--- src/rtl/req_debounce_pkg.sv ---
// Shared constants, types and width helpers for the request-line debouncer.
// Modules derive their own widths from their parameters through the helper functions.
package req_debounce_pkg;

    localparam int DB_WIDTH        = 12;
    localparam int DB_TICK_DIV     = 100000;
    localparam int DB_STABLE_TICKS = 20;

    localparam int DB_CNT_W = $clog2(DB_STABLE_TICKS + 1);
    localparam int DB_DIV_W = $clog2(DB_TICK_DIV);

    typedef enum logic [1:0] {
        DB_EV_NONE,
        DB_EV_PRESS,
        DB_EV_RELEASE
    } db_event_e;

    function automatic int cnt_width(input int stable_ticks);
        return $clog2(stable_ticks + 1);
    endfunction

    // A TICK_DIV of exactly 2 would give a 1-bit counter; never let it collapse to 0 bits.
    function automatic int div_width(input int tick_div);
        return (tick_div < 2) ? 1 : $clog2(tick_div);
    endfunction

    // Active-low lines: settling to 0 is a press, settling to 1 is a release.
    function automatic db_event_e edge_event(input logic new_level);
        return new_level ? DB_EV_RELEASE : DB_EV_PRESS;
    endfunction

endpackage

--- src/rtl/req_debounce_cell.sv ---
// One debounced request bit: stability counter, registered level and edge pulses.
// The next-state level is exported so the top can register any_active in step with req_db.
module db_cell
    import req_debounce_pkg::*;
#(
    parameter int STABLE_TICKS = DB_STABLE_TICKS
) (
    input  logic clk,
    input  logic rst_n,
    input  logic sync_bit,
    input  logic tick,
    output logic level,
    output logic level_next,
    output logic press,
    output logic release_pulse
);

    localparam int               CNT_W    = cnt_width(STABLE_TICKS);
    localparam logic [CNT_W-1:0] CNT_LAST = CNT_W'(STABLE_TICKS - 1);

    logic [CNT_W-1:0] cnt_q, cnt_d;
    logic             level_q, level_d;
    logic             press_q, press_d;
    logic             release_q, release_d;
    db_event_e        event_d;

    // Any sample matching the accepted level restarts qualification from zero.
    always_comb begin
        cnt_d     = cnt_q;
        level_d   = level_q;
        event_d   = DB_EV_NONE;
        if (sync_bit == level_q) begin
            cnt_d = '0;
        end else if (tick) begin
            if (cnt_q == CNT_LAST) begin
                cnt_d   = '0;
                level_d = sync_bit;
                event_d = edge_event(sync_bit);
            end else begin
                cnt_d = cnt_q + CNT_W'(1);
            end
        end
        press_d   = (event_d == DB_EV_PRESS);
        release_d = (event_d == DB_EV_RELEASE);
    end

    always_ff @(posedge clk or negedge rst_n) begin
        if (!rst_n) begin
            cnt_q     <= '0;
            level_q   <= 1'b1;
            press_q   <= 1'b0;
            release_q <= 1'b0;
        end else begin
            cnt_q     <= cnt_d;
            level_q   <= level_d;
            press_q   <= press_d;
            release_q <= release_d;
        end
    end

    assign level         = level_q;
    assign level_next    = level_d;
    assign press         = press_q;
    assign release_pulse = release_q;

endmodule

--- src/rtl/req_debounce.sv ---
// Debouncer for the active-low request switches: two-flop synchroniser, shared tick prescaler,
// one db_cell per line. The release pulse port is release_pulse since "release" is a keyword.
module req_debounce
    import req_debounce_pkg::*;
#(
    parameter int WIDTH        = DB_WIDTH,
    parameter int TICK_DIV     = DB_TICK_DIV,
    parameter int STABLE_TICKS = DB_STABLE_TICKS
) (
    input  logic             clk,
    input  logic             rst_n,
    input  logic [WIDTH-1:0] req_raw,
    output logic [WIDTH-1:0] req_db,
    output logic [WIDTH-1:0] press,
    output logic [WIDTH-1:0] release_pulse,
    output logic             any_active
);

    localparam int               DIV_W    = div_width(TICK_DIV);
    localparam logic [DIV_W-1:0] DIV_LAST = DIV_W'(TICK_DIV - 1);

    logic [WIDTH-1:0] sync1_q, sync1_d;
    logic [WIDTH-1:0] sync2_q, sync2_d;
    logic [DIV_W-1:0] div_q, div_d;
    logic             tick;
    logic [WIDTH-1:0] req_db_d;
    logic             any_active_q, any_active_d;

    // Synchroniser resets to all ones so no line looks pressed coming out of reset.
    always_comb begin
        sync1_d = req_raw;
        sync2_d = sync1_q;
    end

    // Free-running prescaler; input activity never restarts it.
    always_comb begin
        tick  = (div_q == DIV_LAST);
        div_d = tick ? '0 : div_q + DIV_W'(1);
    end

    always_comb begin
        any_active_d = |(~req_db_d);
    end

    always_ff @(posedge clk or negedge rst_n) begin
        if (!rst_n) begin
            sync1_q      <= '1;
            sync2_q      <= '1;
            div_q        <= '0;
            any_active_q <= 1'b0;
        end else begin
            sync1_q      <= sync1_d;
            sync2_q      <= sync2_d;
            div_q        <= div_d;
            any_active_q <= any_active_d;
        end
    end

    for (genvar i = 0; i < WIDTH; i++) begin : g_cell
        db_cell #(
            .STABLE_TICKS(STABLE_TICKS)
        ) u_cell (
            .clk          (clk),
            .rst_n        (rst_n),
            .sync_bit     (sync2_q[i]),
            .tick         (tick),
            .level        (req_db[i]),
            .level_next   (req_db_d[i]),
            .press        (press[i]),
            .release_pulse(release_pulse[i])
        );
    end

    assign any_active = any_active_q;

endmodule

--- config.mk ---
export PLATFORM = sky130hd
export DESIGN_NAME = req_debounce
export DESIGN_NICKNAME = d
export VERILOG_FILES = /design/src/rtl/req_debounce_pkg.sv /design/src/rtl/req_debounce_cell.sv /design/src/rtl/req_debounce.sv
export SDC_FILE = /design/constraint.sdc
export NUM_CORES = 1
export LEC_CHECK = 0
export ABC_AREA = 1
export BUFFER_PORTS_ARGS = -buffer_cell sky130_fd_sc_hd__buf_2
export CORE_UTILIZATION = 25
export CTS_BUF_LIST = sky130_fd_sc_hd__clkbuf_16
export DETAILED_ROUTE_END_ITERATION = 6
export GPL_TIMING_DRIVEN = 0
export MAX_ROUTING_LAYER = met4
export SYNTH_ARGS = -nofsm -noshare
export SYNTH_HDL_FRONTEND = slang
export SYNTH_SLANG_ARGS = --single-unit
--- constraint.sdc ---
create_clock -name clk -period 3.6 [get_ports clk]
set_input_delay 0.72 -clock clk [delete_from_list [all_inputs] [get_ports clk]]
set_output_delay 0.72 -clock clk [all_outputs]
set_load 0.02 [all_outputs]
==> reports/results.ini, run 1 <==
[clock_network]
ctsResizeCount=0
post_cts_buffers=0
htreeDepth=4
cts_tree=yes
cts_inserted_buffers=17
clock_sinks=138
clkTransAtPathRegs_ps=60
clk_latency_ps=430
clk_path_buf_depth=2
cts-root-buf=clkbuf_16
cts_hold_buffers=0

[power_and_ir_drop]
switching_share_pct=23.2
p_per_area_nw_per_um2=416
seqPwrFrac_pct=48.0
power_frac_clock_pct=49.7
irDropWorstVdd_v=0.000252
power_switching_w=0.000769
leakage_nw=4.05
p_int_w=0.00254
power_frac_comb_pct=2.4

[drt]
wl_per_cell_um=12.5
drt-pass1-iter-count=6
vias=5108
drt_wl_total_um=14700
drt_iter0_markers=240
route.detailed.drc=2
drtAntennaViolNets=0
viasPerCell=4.34

[global_route]
grt_pass1_wl_um=24700
grt_usage_pct=11.7
grt.overflow.total=0
antenna_found_initial=0
grt_max_degree=80
first_global_vias=4916

[timing]
relSlewSlack_pct=55.3
period_share_pct=57.8
final_hold_viol_count=0
fmax_ghz=0.481
worst_slack_ps=1520
setup_viol=0
post-route-min-period_ps=2080
drv_slew=0
rsz0062_at_grt=false
worstMarginPinSlew_ps=669
skew_ps=10.8

[synthesis]
yosysWarnings=0
synthSimpleGateAreaFrac_pct=24.9
yosys.area_share.xor_xnor_pct=4.96
netlist_instances=760
yosysSeqAreaShare_pct=52.2
yosys.area_share.adder_pct=2.43
ys_ff_latch=138
synth_compound_area_share_pct=6.01
netlist_area_um2=6710
syn_nets=787
yosysUniqueCellTypes=31
synth_top_family_by_area=simple AND/OR/NAND/NOR gates
syn_avg_cell_area_um2=8.82
muxShareOfSynthArea_pct=0

[hold_path]
hold_class=primary input to async pin

[critical_path]
cp_data_required_time_ps=3910
cp_max_fo=10
cp-start-kind=flip-flop
crit_arrival_ps=2390
crit_path_end_kind=flip-flop
criticalPathCategory=flip-flop to flip-flop

[die]
start_util_pct=25.6
rows=59
ios=51
coreArea_um2=26200
chipHeight_um=166
die_w_um=166
die_area_um2=27500

[cells_and_area]
post-route-cell-area_um2=7960
layout-drive-gt1-share_pct=21.5
finalNetCount=857
final_common_cell=nand2_1
mostFrequentLayoutCells=165 x nand2_1, 102 x dfrtp_1, 77 x nor2_1, 73 x inv_1, 66 x nand3_1
n_antenna_cell=0
area_delta_synth_final_pct=18.7

[outcome]
status=finished, violations left
violations=DRC

[placement]
place_hpwl_um=10100
io_buffers=50
postPlaceCellArea_um2=7410
gp_congestion=0.841
dp_slack_ps=1530

[flow_run]
cap_violations=0

[stage by stage]
| stage | util, % | std cells | TNS, ps | power [W] | hold WS, ps |
|---|---|---|---|---|---|
| 2_1_floorplan | - | 760 | 0 | 0.00164 | 345 |
| 3_5_place_dp | 28.3 | 1146 | 0 | 0.00170 | 347 |
| 5_1_grt | 30.4 | 1178 | 0 | 0.00343 | 309 |
| 4_1_cts | 30.4 | 1178 | 0 | 0.00336 | 276 |
| 6_report | 30.4 | 1178 | 0 | 0.00331 | 268 |
| 3_3_place_gp | 28.1 | 1145 | -25060 | 0.00169 | 347 |
[final timing paths]
kind	depth (start not counted)	endpoint	slack, ps	from
setup / recovery	8	g_cell[6].u_cell.press$_DFF_PN0_	1520	div_q[13]$_DFF_PN0_
hold / removal	1	g_cell[11].u_cell.release_pulse$_DFF_PN0_	270	rst_n
setup reg to reg	8	g_cell[6].u_cell.press$_DFF_PN0_	1520	div_q[13]$_DFF_PN0_
hold reg to reg	0	sync2_q[8]$_DFF_PN1_	350	sync1_q[8]$_DFF_PN1_
max in group asynchronous	2	sync1_q[3]$_DFF_PN1_	2510	rst_n
min in group clk	0	sync2_q[8]$_DFF_PN1_	350	sync1_q[8]$_DFF_PN1_
[power groups by stage]
stage | Clock, W | Sequential (W) | Combinational, W
after floorplan | 0 | 0.00161 | 0.0000293
final | 0.00164 | 0.00159 | 0.0000779
after CTS | 0.00169 | 0.00159 | 0.0000812
after global routing | 0.00175 | 0.00159 | 0.0000922
after global placement | 0 | 0.00161 | 0.0000760
after detailed placement | 0 | 0.00161 | 0.0000809
[state kept, by name (all words and copies together), names as in the netlist]
signal	flops
any_active	1
div_q	17
g_cell.u_cell.cnt_q	60
g_cell.u_cell.level	12
g_cell.u_cell.press	12
g_cell.u_cell.release_pulse	12
sync1_q	12
sync2_q	12
[cells in the mapped netlist]
master	instances	share of area, %
ha_1	13	2.4
xor2_1	29	3.8
a21oi_1	47	3.5
nor3_1	26	1.9
inv_1	72	4.0
nor4_4	1	0.32
nand4_1	10	0.93
nand3_1	66	4.9
xnor2_1	9	1.2
nor2_2	3	0.28
nand3_2	3	0.45
or2_2	1	0.093
a31oi_1	2	0.19
o21ai_0	18	1.3
buf_4	40	4.5
dfstp_2	36	14
o21ai_1	5	0.37
buf_2	3	0.22
dfrtp_1	102	38
nor4_1	1	0.093
nor2_1	77	4.3
buf_6	3	0.50
nand3b_1	12	1.3
clkbuf_1	1	0.056
nor3_2	5	0.75
inv_2	4	0.22
a211oi_1	2	0.22
nand3_4	1	0.26
o211a_1	1	0.15
nand2_1	165	9.2
o211ai_1	2	0.22
[worst max-delay path, cell delays in order, from the launching register on]
cell     delay (ps)
dfrtp_1         430
inv_1           140
nand3_1         140
nor4_4          230
nand3_2         220
inv_2           200
buf_4           240
nand2_1         110
nor3_1          240
[layer usage]
metal	global-route usage, %	wire (um)
met1	14.7	6920
met2	18.3	6910
met3	2.67	608
met4	4.55	245
met5	-	0
[layout make-up]
type                    instances  area (um^2)
flip-flops and latches        138         3500
multi-input cells             499         2570
plain buffers                  47          353
fillers                      2724        18200
well taps                     335          419
clock inverters                15          128
clock buffers                  17          425
inverters                      76          285
repair buffers                 51          284
[kinds of logic after synthesis]
| group | after synthesis |
|---|---|
| and+or+nand+nor | 371 |
| DFF | 138 |
| adders and majority gates | 13 |
| buffers and inverters | 123 |
| xor gates and xnor gates | 38 |
| AOI/OAI and AO/OA | 77 |
Note: power is estimated with default switching activity, not from simulation.
==> run 2: changes to the inputs <==
--- a/config.mk
+++ b/config.mk
@@ -5,7 +5,7 @@
 export SDC_FILE = /design/constraint.sdc
 export NUM_CORES = 1
 export LEC_CHECK = 0
-export ABC_AREA = 1
+export ABC_AREA = 0
 export BUFFER_PORTS_ARGS = -buffer_cell sky130_fd_sc_hd__buf_2
 export CORE_UTILIZATION = 25
 export CTS_BUF_LIST = sky130_fd_sc_hd__clkbuf_16
==> constraint.sdc (replaced) <==
create_clock -name clk -period 1.9 [get_ports clk]
set_input_delay 0.38 -clock clk [delete_from_list [all_inputs] [get_ports clk]]
set_output_delay 0.38 -clock clk [all_outputs]
set_load 0.02 [all_outputs]
==> run 2 against run 1 <==
The flow finishes with violations (setup timing); clock-buffer cell count stayed put; via count is 12% lower; die area is 6.9% lower; maximum frequency is 19% lower; clock power is 95% higher; routed wire length is 1.7% lower; sequential share of layout area is 4.7 points lower; first-iteration DRC count is 5.4% lower; synthesized cell count is 26% lower.
==> reports/results.ini, run 2 <==
[power_and_ir_drop]
leakage_nw=4.24
p_per_area_nw_per_um2=710
irDropWorstVdd_v=0.000362

[critical_path]
criticalPathCategory=flip-flop to flip-flop
crit_chain=or4b_4 > buf_6 > nor4_4 > buf_4 > clkbuf_16 > nand2_4 > mux2_4 > nand4_1 > or3_4
rr_endpoint=any_active$_DFF_PN0_
timing.rr.start=div_q[6]$_DFF_PN0_
cp-start-kind=flip-flop
crit_arrival_ps=2860
slowest_delay_ps=560
cp_max_fo=4
ff2ff_path_depth=9
crit_path_top_delay_cell=or4b_4
crit_path_end_kind=flip-flop
cp_data_required_time_ps=2200
reg2reg_slack_ps=-660

[placement]
dpl.cell_count=936
io_buffers=50
postPlaceCellArea_um2=7310
place_hpwl_um=8570
gp_congestion=0.780
dp_slack_ps=-1270

[timing]
setup_tns_ps=-32230
setup_viol=101
relSlewSlack_pct=38.9
post-route-min-period_ps=2560
final_hold_viol_count=0
skew_ps=7.78
period_share_pct=135
worstMarginPinSlew_ps=909
drv_slew=0
rsz0062_at_grt=true
worst_slack_ps=-658
fmax_ghz=0.391

[cells_and_area]
layout-drive-gt1-share_pct=49.7
finalNetCount=706
mostFrequentLayoutCells=102 x dfrtp_1, 49 x buf_4, 49 x buf_2, 40 x nor2_1, 36 x dfstp_2
largest_register_ffs=60
nFillCells=2357
regMostFlops=g_cell.u_cell.cnt_q
top_regs=g_cell.u_cell.cnt_q: 60 flops, div_q: 17 flops
seqCellArea_um2=3500
post-route-cell-area_um2=8920
n_antenna_cell=0
area_delta_synth_final_pct=42.9
multi_input_area_um2=3090
final_common_cell=dfrtp_1
final_cells=1016

[synthesis]
synthTopCellsByArea=dfrtp_1 41%, dfstp_2 15%, buf_4 4.7%
yosys.area_share.xor_xnor_pct=5.75
netlist_instances=561
netlist_area_um2=6240
muxShareOfSynthArea_pct=2.17
synth_flop_cell=dfrtp_1
synth_area_leader_cell=dfrtp_1
yosysSeqAreaShare_pct=56.1
yosysUniqueCellTypes=37
yosysMostFrequentCell=dfrtp_1
synth_commonest_cells=102 x dfrtp_1, 46 x a21oi_1, 46 x nor2_1
ys_ff_latch=138
async_flop_share_pct=100
synth_edf_count=0
yosys.area.top_type_share_pct=40.9
synth_top_family_by_area=simple AND/OR/NAND/NOR gates
yosys.area_share.adder_pct=2.61
syn_nets=588
synth_compound_area_share_pct=5.69
synthSimpleGateAreaFrac_pct=22.1
yosysWarnings=0
syn_avg_cell_area_um2=11.1

[hold_path]
min_from=req_raw[10]
min_path_cells=1
hold_class=primary input to flip-flop
worstHoldEndpoint=sync1_q[10]$_DFF_PN1_

[clock_network]
clk_path_buf_depth=2
clkTransAtPathRegs_ps=60
cts-root-buf=clkbuf_16
htreeDepth=4
clock_sinks=138
cts_inserted_buffers=17
cts_tree=yes
clk_latency_ps=420

[drt]
viasPerCell=4.44
wl_per_cell_um=14.2
drt_iter0_markers=227
route.detailed.drc=0
drtAntennaViolNets=0
vias=4506
drt-pass1-iter-count=4
drt_wl_total_um=14400

[global_route]
antenna_found_initial=0
grt.overflow.total=0
grt_max_degree=96
grt_usage_pct=12.4
grt_pass1_wl_um=24000
first_global_vias=4595

[die]
start_util_pct=25.6
die_w_um=160
rows=57
chipHeight_um=160
die_area_um2=25600
coreArea_um2=24400
ios=51

[flow_run]
cap_violations=0

[outcome]
violations=setup timing
status=finished, violations left

## run 2: worst max-delay path by stage
stage	startpoint	endpoint	slack, ps	cells after the start
floorplan	div_q[11]$_DFF_PN0_	any_active$_DFF_PN0_	-450	6
global placement	rst_n	g_cell[3].u_cell.press$_DFF_PN0_	-1630	1
detailed placement	div_q[0]$_DFF_PN0_	any_active$_DFF_PN0_	-1270	7
CTS	div_q[8]$_DFF_PN0_	any_active$_DFF_PN0_	-690	8
global route	div_q[6]$_DFF_PN0_	any_active$_DFF_PN0_	-730	10
finish	div_q[6]$_DFF_PN0_	any_active$_DFF_PN0_	-660	9
## run 2: metal layers
metal	up-vias	track usage (%)	part of all wire (%)
met5	-	-	0
met1	2248	15.6	46
met3	19	2.88	3.4
li1	2156	-	-
met2	83	19.3	49
met4	0	4.85	1.6
## run 2: repair_timing
| item | 4_1_cts | 5_1_grt |
|---|---|---|
| pin swaps | 24 | 25 |
| hold buffers | 1 | 0 |
| setup endpoints to repair | 106 | 106 |
| gates cloned | 6 | 0 |
| setup buffers | 32 | 18 |
| hold endpoints to repair | 26 | 0 |
| gates resized for setup | 81 | 67 |
## run 2: logic make-up after synthesis
| group | after synthesis |
|---|---|
| AOI/OAI and AO/OA | 71 |
| xor gates and xnor gates | 41 |
| adders and majority gates | 13 |
| buffers and inverters | 48 |
| DFF | 138 |
| muxes | 12 |
| and+or+nand+nor | 238 |
## run 2: power breakdown
part | total [W] | switching, W | leakage [nW] | internal, W
sequential | 0.00301 | 0.0000223 | 1.78 | 0.00299
clock | 0.00320 | 0.00138 | 0.268 | 0.00182
combinational | 0.000113 | 0.0000839 | 2.19 | 0.0000290
## run 2: final cells by class
cell class	count	share of cell area, %
Tap cell	324	4.55
Inverter	2	0.0842
Buffer	43	4.62
Timing Repair Buffer	102	10.5
Multi-Input combinational cell	375	34.7
Sequential cell	138	39.2
Clock buffer	17	4.77
Clock inverter	15	1.54
## run 2: per-stage QoR
| step | utilization (%) | total power [W] | hold slack [ps] |
|---|---|---|---|
| floorplan | - | 0.00308 | 84.4 |
| global placement | 29.8 | 0.00317 | 346 |
| detailed placement | 30.0 | 0.00317 | 339 |
| CTS | 35.5 | 0.00640 | 32.1 |
| global route | 36.6 | 0.00654 | 28.0 |
| finish | 36.6 | 0.00633 | 47.7 |
## run 2: worst max-delay path: cells and delay by family (launching register included)
family	cells	cell delay, ps
simple gates	5	1370
flops	1	380
buf+inv	3	470
mux	1	220
